### src/rtl/sumador_restador_serial_if.sv
// Handshake and result bundle for the bit-serial adder/subtractor.
// The master side requests operations; the slave side is the arithmetic unit.
interface sumador_restador_serial_if #(
    parameter int WIDTH = 8
);
    logic             start;
    logic             op;
    logic [WIDTH-1:0] a;
    logic [WIDTH-1:0] b;
    logic             ready;
    logic             done;
    logic [WIDTH-1:0] r;
    logic             cout;
    logic             ovf;

    modport master (
        output start, op, a, b,
        input  ready, done, r, cout, ovf
    );

    modport slave (
        input  start, op, a, b,
        output ready, done, r, cout, ovf
    );
endinterface

### src/rtl/sumador_restador_serial.sv
// Bit-serial adder/subtractor: one registered full-adder/full-subtractor cell
// reused WIDTH times, LSB first, with a start/ready handshake and a done pulse.
module sumador_restador_serial #(
    parameter int WIDTH = 8
) (
    input  logic                      clk,
    input  logic                      rst_n,
    sumador_restador_serial_if.slave  bus
);
    localparam int CW = $clog2(WIDTH);
    localparam logic [CW-1:0] LAST = CW'(WIDTH - 1);

    typedef enum logic {IDLE, RUN} state_t;

    state_t           state_q, state_d;
    logic [CW-1:0]    cnt_q, cnt_d;
    logic [WIDTH-1:0] a_sh_q, a_sh_d;
    logic [WIDTH-1:0] b_sh_q, b_sh_d;
    logic             op_q, op_d;
    logic             c_q, c_d;
    logic [WIDTH-1:0] res_sh_q, res_sh_d;
    logic [WIDTH-1:0] r_q, r_d;
    logic             cout_q, cout_d;
    logic             ovf_q, ovf_d;
    logic             done_q, done_d;

    logic bit_a;
    logic bit_b;
    logic sum_bit;
    logic carry_next;

    // The single shared cell: carry for add, borrow for subtract.
    assign bit_a      = a_sh_q[0];
    assign bit_b      = b_sh_q[0];
    assign sum_bit    = bit_a ^ bit_b ^ c_q;
    assign carry_next = op_q ? ((~bit_a & bit_b) | (~bit_a & c_q) | (bit_b & c_q))
                             : (( bit_a & bit_b) | ( bit_a & c_q) | (bit_b & c_q));

    always_ff @(posedge clk or negedge rst_n) begin
        if (!rst_n) begin
            state_q  <= IDLE;
            cnt_q    <= '0;
            a_sh_q   <= '0;
            b_sh_q   <= '0;
            op_q     <= 1'b0;
            c_q      <= 1'b0;
            res_sh_q <= '0;
            r_q      <= '0;
            cout_q   <= 1'b0;
            ovf_q    <= 1'b0;
            done_q   <= 1'b0;
        end else begin
            state_q  <= state_d;
            cnt_q    <= cnt_d;
            a_sh_q   <= a_sh_d;
            b_sh_q   <= b_sh_d;
            op_q     <= op_d;
            c_q      <= c_d;
            res_sh_q <= res_sh_d;
            r_q      <= r_d;
            cout_q   <= cout_d;
            ovf_q    <= ovf_d;
            done_q   <= done_d;
        end
    end

    always_comb begin
        state_d  = state_q;
        cnt_d    = cnt_q;
        a_sh_d   = a_sh_q;
        b_sh_d   = b_sh_q;
        op_d     = op_q;
        c_d      = c_q;
        res_sh_d = res_sh_q;
        r_d      = r_q;
        cout_d   = cout_q;
        ovf_d    = ovf_q;
        done_d   = 1'b0;

        case (state_q)
            IDLE: begin
                if (bus.start) begin
                    a_sh_d  = bus.a;
                    b_sh_d  = bus.b;
                    op_d    = bus.op;
                    c_d     = 1'b0;
                    cnt_d   = '0;
                    state_d = RUN;
                end
            end
            RUN: begin
                a_sh_d   = a_sh_q >> 1;
                b_sh_d   = b_sh_q >> 1;
                res_sh_d = {sum_bit, res_sh_q[WIDTH-1:1]};
                c_d      = carry_next;
                cnt_d    = cnt_q + CW'(1);
                // On the MSB, c_q is the carry into the MSB and carry_next the carry out.
                if (cnt_q == LAST) begin
                    r_d     = {sum_bit, res_sh_q[WIDTH-1:1]};
                    cout_d  = carry_next;
                    ovf_d   = c_q ^ carry_next;
                    done_d  = 1'b1;
                    state_d = IDLE;
                end
            end
            default: state_d = IDLE;
        endcase
    end

    assign bus.ready = (state_q == IDLE);
    assign bus.done  = done_q;
    assign bus.r     = r_q;
    assign bus.cout  = cout_q;
    assign bus.ovf   = ovf_q;
endmodule

### src/flat_wrapper.sv
// flat-port wrapper written by rule: the top's interface ports become plain ports
module sumador_restador_serial_flat 
#(
    parameter int WIDTH = 8
)
  (clk, rst_n, bus_start, bus_op, bus_a, bus_b, bus_ready, bus_done, bus_r, bus_cout, bus_ovf);
  sumador_restador_serial_if #(.WIDTH(WIDTH)) bus_i ();
  input  logic clk;
  input  logic rst_n;
  input wire logic [$bits(bus_i.start)-1:0] bus_start;
  input wire logic [$bits(bus_i.op)-1:0] bus_op;
  input wire logic [$bits(bus_i.a)-1:0] bus_a;
  input wire logic [$bits(bus_i.b)-1:0] bus_b;
  output wire logic [$bits(bus_i.ready)-1:0] bus_ready;
  output wire logic [$bits(bus_i.done)-1:0] bus_done;
  output wire logic [$bits(bus_i.r)-1:0] bus_r;
  output wire logic [$bits(bus_i.cout)-1:0] bus_cout;
  output wire logic [$bits(bus_i.ovf)-1:0] bus_ovf;
  assign bus_i.start = bus_start;
  assign bus_i.op = bus_op;
  assign bus_i.a = bus_a;
  assign bus_i.b = bus_b;
  assign bus_ready = bus_i.ready;
  assign bus_done = bus_i.done;
  assign bus_r = bus_i.r;
  assign bus_cout = bus_i.cout;
  assign bus_ovf = bus_i.ovf;
  sumador_restador_serial #(.WIDTH(WIDTH)) u_core (.clk(clk), .rst_n(rst_n), .bus(bus_i));
endmodule
### config.mk
export PLATFORM = sky130hd
export DESIGN_NAME = sumador_restador_serial_flat
export DESIGN_NICKNAME = d
export VERILOG_FILES = /design/src/rtl/sumador_restador_serial_if.sv /design/src/rtl/sumador_restador_serial.sv /design/src/flat_wrapper.sv
export SDC_FILE = /design/constraint.sdc
export NUM_CORES = 1
export LEC_CHECK = 0
export ABC_AREA = 0
export CAP_MARGIN = 20
export CORE_MARGIN = 1.5
export CORE_UTILIZATION = 46
export CTS_CLUSTER_DIAMETER = 30
export CTS_CLUSTER_SIZE = 8
export DETAILED_ROUTE_END_ITERATION = 6
export PLACE_DENSITY = 0.74
export SYNTH_ARGS = -nofsm -noshare
export SYNTH_HDL_FRONTEND = slang
export SYNTH_SLANG_ARGS = --single-unit
export TNS_END_PERCENT = 1
### constraint.sdc
create_clock -name clk -period 1.6 [get_ports clk]
set_clock_uncertainty 0.15 [all_clocks]
set_input_delay 0.48 -clock clk [delete_from_list [all_inputs] [get_ports clk]]
set_output_delay 0.48 -clock clk [all_outputs]
set_load 0.02 [all_outputs]
==> results of run 1 <==
cell usage after synthesis (all sizes together):
cell type,n,area [um^2]
xnor2,1,8.76
buf,5,30.0
ha,4,50.1
nand3,1,5.00
dfrtp,40,1000
inv,5,18.8
a311oi,2,17.5
o21ai,17,85.1
nand2,39,154
a2111oi,2,30.0
nand3b,1,7.51
mux2,7,82.6
a21oi,3,15.0
clkbuf,3,11.3
a31o,1,8.76
o22a,1,8.76
nor2,6,22.5
nand2b,2,12.5
a22o,2,17.5
or3,1,6.26
mux2i,17,170
where the power goes:
group | switching, mW | internal (mW)
Clock | 0.324 | 0.344
Combinational | 0.882 | 0.756
Sequential | 0.304 | 1.46
Total | 1.51 | 2.56
worst max-delay path by stage:
stage                         start                to  slack [ns]  cells past startpoint
floorplan           u_core.cnt_q[0]   u_core.bus.r[0]        0.14                      7
global placement          bus_start  u_core.a_sh_q[4]       -0.14                      4
detailed placement        bus_start        u_core.c_q       -0.18                      5
CTS                  u_core.bus.ovf           bus_ovf       0.002                      1
global route         u_core.state_q   u_core.bus.cout      -0.003                      4
finish              u_core.bus.r[1]          bus_r[1]        0.05                      1
logic make-up after synthesis:
| kind of cell | Yosys count |
|---|---|
| AO/OA/AOI/OAI | 28 |
| XOR/XNOR | 1 |
| adder cells (fa/ha/maj) | 4 |
| buffers and inverters | 13 |
| flip-flops | 40 |
| multiplexers | 24 |
| AND/OR/NAND/NOR | 50 |
metal layers:
layer	GRT usage (%)	part of all wire (%)	vias up
li1	-	-	614
met1	21.4	45	619
met2	28.9	50	22
met3	5.21	3.5	5
met4	6.38	1.6	0
met5	0	0	-
state kept, by name, summed over array words and instances, names as in the netlist:
name / cells
u_core.b_sh_q: 8
u_core.res_sh_q: 7
u_core.state_q: 1
u_core.bus.r: 8
u_core.a_sh_q: 8
u_core.cnt_q: 3
u_core.bus.ovf: 1
u_core.bus.cout: 1
u_core.bus.done: 1
u_core.op_q: 1
u_core.c_q: 1
per-stage QoR:
| stage | util (%) | power [mW] |
|---|---|---|
| 4_1_cts | 61.3 | 4.11 |
| 3_3_place_gp | 58.8 | 3.39 |
| 6_report | 60.9 | 4.07 |
| 3_5_place_dp | 58.8 | 3.49 |
| 5_1_grt | 60.9 | 4.37 |
| 2_1_floorplan | - | 2.88 |
final cells by class:
class                   instances  area share, %
clock buffers                   6           3.70
well taps                      48           2.69
multi-input cells             107           32.5
repair buffers                 38           14.6
flip-flops and latches         40           44.9
inverters                       5           1.07
clock inverters                 2          0.449
what timing repair did:
action / in CTS / in global routing
endpoints found under the setup margin: 14 / 11
hold buffers: 0 / 0
gates resized for setup: 29 / 17
==> results, run 1 <==
- The total power divided by cell area is around 1800 mW/mm^2.
- After synthesis, flip-flops and latches occupy between 50% and 60% of the total area.
- The cell total after placement is between 200 and 250.
- Summing every instance area after synthesis gives 0.00176 mm^2.
- In this run the register-to-register setup slack is 0.06 ns.
- The highest clock rate is about 640 MHz.
- After floorplanning, the core was divided into 22 placement rows.
- Broken down by cell family, the worst path's largest delay share belongs to flip-flops.
- Max-cap violations in this run came to 0.
- The post-CTS clock slew at the launch and capture registers of the worst setup and hold paths is 0.07 ns.
- The H-tree was split into 2 levels.
- Cells with a size suffix above 1 make up between 20% and 30% of the layout.
- The clock reaches the later pin of the worst-skew pair after 0.28 ns.
- Using the TritonRoute via totals, the vias-per-cell ratio works out to between 5 and 6.
- The most common cell after layout, fill and taps aside is sky130_fd_sc_hd__dfrtp_1.
- The repair_antennas step left the layout with diodes totalling 0.
- The initial antenna violation count was 0.
- The height of the die is between 60 and 70 um.
- The simple-gate portion of the synthesized area is between 10% and 20%.
- The final critical path takes up approximately 97% of the cycle.
- The filler cells instantiated in the layout total roughly 290.
- The total buffers and inverters traversed by the critical path is 1.
- The area used by multi-input combinational logic is 726 um^2.
- The startpoint of the worst-slack reg-to-reg timing path is u_core.b_sh_q[0].
- The final setup violation count is 0.
- The summed area of non-filler cells in the final layout is 0.00223 mm^2.
- After the last flow step, the layout net total stands at roughly 220.
- The synthesized netlist contains 27 unique library cells.
- The first global-routing pass estimated between 5000 and 6000 um of wire.
- The starting DRC count in detailed routing is 43.
- The final count of hold timing violations is 1.
- The count of buffers added on input and output ports is 31.
- Counting every instance in the synthesized netlist gives 160.
- The sequential cell area is approximately 0.001 mm^2.
- The largest family of logic cells by synthesized area is multiplexers.
- The via count of the first global-routing pass was ~1200.
- The post-route non-filler standard cell count is between 200 and 250.
- Global routing used between 15 and 20% of the available tracks across all layers.
- During I/O placement, the number of pins put on the boundary was 32.
- Entering global routing, the biggest net connects between 40 and 50 pins.
- The floorplan step defined a die boundary enclosing ~0.0042 mm^2.
- Summing the areas of all xor and xnor instances in the mapped netlist gives 0.497% of the synthesized area.
- The instance area after placement is 0.00215 mm^2.
- Post-CTS timing repair inserted 0 buffers for setup.
- Walking the worst path, the cells encountered are clkdlybuf4s15_2.
- In this run the remaining antenna-violating nets after routing total 0.
- The endpoint identified for the worst register-to-register timing path is u_core.bus.ovf.
- The detailed placer's ending HPWL is about 2300 um.
- Summing the areas of all compound-gate instances in the mapped netlist gives approximately a tenth of the synthesized area.
- The placeable core region is 0.00366 mm^2.
- The worst supply voltage drop on vdd is 0.751 mV.
- The slowest stage cell on the critical path is sky130_fd_sc_hd__dfrtp_1.
- Each instance of the synthesized netlist takes up on average 11.0 um^2.
- The total number of yosys warnings is 0.
- The worst slack on hold paths is -0.000709 ns.
- By startpoint and endpoint, the worst setup path is classified as flop to output port.
- The congestion estimate from routability-driven global placement came to slightly below 0.9.
- The measured slew at the worst slew-check pin is 0.298 ns.
- The die is 64.9 um wide.
- The signed area change from the synthesized netlist to the final layout is 26.5%.
- The required time at the endpoint of the critical path is 0.97 ns.
- Counting every sink on the clock net gives 40.
- The average routed wire per standard cell is around 13 um.
- In the routed design, unresolved DRC markers number 0.
- The worst slew margin relative to its limit is roughly 80%.
- After global routing the overflow that remains totals 0.
- Counting cells, the worst reg-to-reg path comes to 4.
- The worst setup slack before clock tree synthesis is -0.177 ns.
- CTS placed an instance of sky130_fd_sc_hd__clkbuf_8 at the clock tree root.
- Setup repair after global routing could not meet its margin everywhere.
- The CTS buffer count is 5.
- The max-slew violation total from the final report is 0.
- The number of synthesized register bits is 40.
- The post-route worst setup slack is 0.0451 ns.
- In the layout the commonest cells are 39 x sky130_fd_sc_hd__dfrtp_1, 38 x sky130_fd_sc_hd__nand2_1, 18 x sky130_fd_sc_hd__clkdlybuf4s50_1.
- The checks that failed: negative hold slack.
- In this run the worst hold path is classified as primary input to asynchronous set/reset pin.
- Summed over all layers, the routed wires come to around 3200 um.
- The multiplexer share of the synthesized area is between 10% and 20%.
- Detailed routing inserted a total of approximately 1300 vias.
- The minimum clock period after layout is approximately 1.6 ns.
- The analysis attributes to cell leakage a power of between 1 and 1.5 nW.
- The largest fanout of any net on the critical path is 2.
- On the worst path, the slowest cell contributes a delay of approximately 0.4 ns.
- When the netlist entered floorplanning its net count stood at around 180.
- The number of buffers on the longest clock path is 2.
- The sum of negative setup slack is 0 ns.
- The first TritonRoute pass finished after 4 iterations.
- The critical path capture point type is an output port.
- The flow ran to the end, but the final reports show violations.
- The arrival time at the worst endpoint is just over 0.9 ns.
- STA classifies the critical path startpoint as a flop.
- TritonCTS built the clock tree.
- The initial utilization of the core area, before any placement, comes to about 48%.
- Of the total synthesized cell area, the portion taken by full adders, half adders and majority gates is approximately 2.8%.
Power figures use the tool's default switching activity.
==> inputs of run 2 (changes only) <==
GPL_ROUTABILITY_DRIVEN = 0   (was default)
==> results of run 2 <==
The final DEF is identical to that of run 1; final timing and power are the same.
==> inputs of run 3 (changes only) <==
CAP_MARGIN = default   (was 20)
CORE_UTILIZATION = 55   (was 46)
PLACE_DENSITY = 0.83   (was 0.74)
clock period = 1.9 ns   (was 1.6 ns; I/O delays follow)
==> results, run 3 (synthesis results as in run 1) <==
- The run finished, with violations left.
- The checks that failed: negative hold slack.
- The CTS buffer count is 5 (unchanged).
- The sink count of the clock tree is 40 (unchanged).
- The category of the critical setup timing path is flop to output port.
- The height of the die was 59.6 um (-8.2%).
- The final count of hold timing violations is 2 (+1).
- The H-tree depth was 2 (unchanged).
- The slack of the worst reg-to-reg path is 0.16 ns (+0.10 ns).
- Walking the worst path, the cells encountered are inv_2, clkdlybuf4s15_1.
- The leakage power summed over all cells was 1.06 nW (-0.21%).
- The min-delay analysis places its worst path in the category primary input to asynchronous set/reset pin.
- The placeable core region was 0.00305 mm^2 (-17%).
- The fraction of final layout cells sized beyond drive strength 1 is 11.3% (-10 points).
- The total of max-cap violations is 0 (unchanged).
- The clock latency on the worst-skew pair is 0.34 ns (+0.06 ns).
- The highest routing layer actually used is met4.
- The required time at the endpoint of the critical path came to 1.18 ns (+0.21 ns).
- The largest net degree at the start of global routing is 44 (unchanged).
- In the finished design, the share of the clock period the worst path needs comes to 95.4%.
- The worst supply voltage drop on vdd was 0.744 mV (-0.96%).
- The final setup violation count is 0 (unchanged).
- Compared with the post-synthesis result, the final layout area differs by 23.8%.
- The minimum clock period after layout is between 1.5 and 2 ns.
- The largest fanout of any net on the critical path is 2 (unchanged).
- The residual DRC count is 0 (unchanged).
- TritonCTS built the clock tree.
- The end of the worst register-to-register path is u_core.bus.ovf.
- The average routed wire per standard cell came to 13.6 um (+2.9%).
- The highest clock rate is between 500 and 600 MHz.
- The number of I/O port buffers is 31 (unchanged).
- The critical path capture point type is an output port.
- The overall die area is 0.00355 mm^2 (-16%).
- The share of total power consumed by net switching is 37.8% (+0.73 points).
- The part of the power in combinational logic came to 41.5% (+1.2 points).
- The effective utilization at floorplan is 57.7% (+9.6 points).
- The slowest stage cell on the critical path is sky130_fd_sc_hd__dfrtp_1.
- The total power divided by cell area is 1490 mW/mm^2 (-18%).
- The most common cell after layout, fill and taps aside is sky130_fd_sc_hd__dfrtp_1.
- The total I/O pin count is 32 (unchanged).
- The total overflow reported by the global router came to 0 (unchanged).
- The total detailed-routing wirelength came to 3240 um (about the same).
- The overall global routing resource usage is 21.8% (+4.4 points).
- The worst slack on hold paths was -0.00110 ns (-0.000392 ns).
- The number of buffers inserted for hold repair after clock tree synthesis is 0 (unchanged).
- The longest individual stage delay on the worst path was 0.41 ns (+0.02 ns).
- The number of nets with antenna violations after routing is 0 (unchanged).
- The floorplan row count was 20 (-9.1%).
- The tree is rooted in a sky130_fd_sc_hd__clkbuf_4.
- The first-pass iteration count of the detailed router was 4 (unchanged).
- The post-CTS clock slew at the launch and capture registers of the worst setup and hold paths came to 0.11 ns (+0.04 ns).
- The max-slew violation total from the final report was 0 (unchanged).
- The arrival time at the worst endpoint is 1.09 ns (+0.17 ns).
- The via count of the first global-routing pass is 1311 (+9.5%).
- The detailed-routed wire length on met3 is 154 um (+38%).
- The wire length on met1 was 1290 um (-11%).
- In this run the critical register-to-register path is launched from u_core.state_q.
- The sum of negative setup slack came to 0 ns (unchanged).
- The first-pass GRT wire length is 5570 um (+1.8%).
- The starting DRC count in detailed routing is 90 (+110%).
- The portion of total power attributed to the clock network came to 13.2% (-3.2 points).
- The worst setup path is launched from a flop.
- The number of buffers on the longest clock path is 2 (unchanged).
- The number of nets in the finished design is 218 (-1.4%).
- The detailed placer's ending HPWL is 2400 um (+3.2%).
- The initial antenna violation count came to 0 (unchanged).
- Setup repair after global routing could not meet its margin everywhere.
- The measured slew at the worst slew-check pin is 0.430 ns (+0.133 ns).
- The chip width is 59.6 um (-8.2%).
- The vias after detailed routing was 1262 (+0.16%).
- The post-layout utilization of the core is 71.5% (+11 points).
- The top cell types in the final layout, fill and taps aside, are 40 x sky130_fd_sc_hd__dfrtp_1, 38 x sky130_fd_sc_hd__nand2_1, 18 x sky130_fd_sc_hd__clkdlybuf4s50_1.
- The routed wire length on met2 is 1730 um (+6.5%).
- The depth of the worst register-to-register path was 5 (+1).
- The switching power total is 1.23 mW (-18%).
- The worst slew margin relative to its limit was 71.3% (-8.9 points).
- The sequential cell fraction of total power is 45.3% (+2.0 points).
- The post-detailed-route via-to-cell ratio is 5.28 (+3.1%).
- The count of inserted antenna diode cells is 0 (unchanged).
- The internal power contribution is 2.03 mW (-21%).
-- run 3: changes by cell type in the layout (fill, tap and decap cells not counted), moves of 2 or more --
| cell | previous run | this run |
|---|---|---|
| sky130_fd_sc_hd__clkbuf_4 | 0 | 5 |
| sky130_fd_sc_hd__clkbuf_2 | 9 | 0 |
| sky130_fd_sc_hd__ha_1 | 2 | 4 |
| sky130_fd_sc_hd__clkbuf_8 | 6 | 1 |
| sky130_fd_sc_hd__ha_2 | 2 | 0 |
| sky130_fd_sc_hd__buf_4 | 5 | 2 |
| sky130_fd_sc_hd__clkdlybuf4s15_2 | 2 | 0 |
| sky130_fd_sc_hd__dlygate4sd2_1 | 0 | 11 |
| sky130_fd_sc_hd__clkbuf_1 | 0 | 2 |
| sky130_fd_sc_hd__clkinv_2 | 2 | 0 |
-- run 3: how the worst max path moves through the flow --
| stage | from | end | slack (ns) |
|---|---|---|---|
| 3_3_place_gp | bus_start | u_core.c_q | 0.07 |
| 3_5_place_dp | bus_start | u_core.a_sh_q[4] | 0.02 |
| 2_1_floorplan | u_core.cnt_q[0] | u_core.bus.r[0] | 0.44 |
| 4_1_cts | u_core.state_q | bus_ready | 0.03 |
| 5_1_grt | u_core.state_q | u_core.bus.cout | -0.01 |
| 6_report | u_core.state_q | bus_ready | 0.09 |
-- run 3: per-layer routing --
metal / vias up / global-route usage (%)
li1: 606 / -
met1: 611 / 25.0
met2: 36 / 37.0
met3: 9 / 6.77
met4: 0 / 9.84
met5: - / 0
-- run 3: metrics by stage --
| stage | setup slack [ns] | cell area (um^2) | std cells | hold slack (ns) | power (mW) |
|---|---|---|---|---|---|
| finish | 0.0868 | 2180 | 239 | -0.00110 | 3.26 |
| global route | -0.0110 | 2180 | 239 | 0.00870 | 3.53 |
| CTS | 0.0311 | 2180 | 239 | 0.00886 | 3.29 |
| detailed placement | 0.0181 | 2140 | 231 | 0.312 | 2.95 |
| global placement | 0.0650 | 2140 | 231 | 0.296 | 2.84 |
| floorplan | 0.443 | 1760 | 160 | 0.124 | 2.43 |
-- run 3: layout make-up --
type,instances,area [um^2]
clock buffer,8,58.8
sequential,40,1000
timing repair buffer,35,347
multi-input combinational,107,702
fill,250,871
inverter,5,18.8
tap,44,55.1
-- run 3: what timing repair did --
item	4_1_cts	5_1_grt
resized for setup	12	1
pin swaps	0	0
setup endpoints to repair	12	2
buffers inserted	0	0
-- run 3: power by group through the flow --
stage	sequential [mW]	clock [mW]	combinational [mW]
finish	1.48	0.431	1.35
global route	1.52	0.489	1.52
CTS	1.48	0.449	1.37
detailed placement	1.50	0	1.45
global placement	1.47	0	1.36
floorplan	1.56	0	0.870
-- run 3: worst max-delay path: cells and delay by family (launching register included) --
kind                   cells  cell delay [ns]
DFF                        1             0.41
buffers and inverters      2             0.35
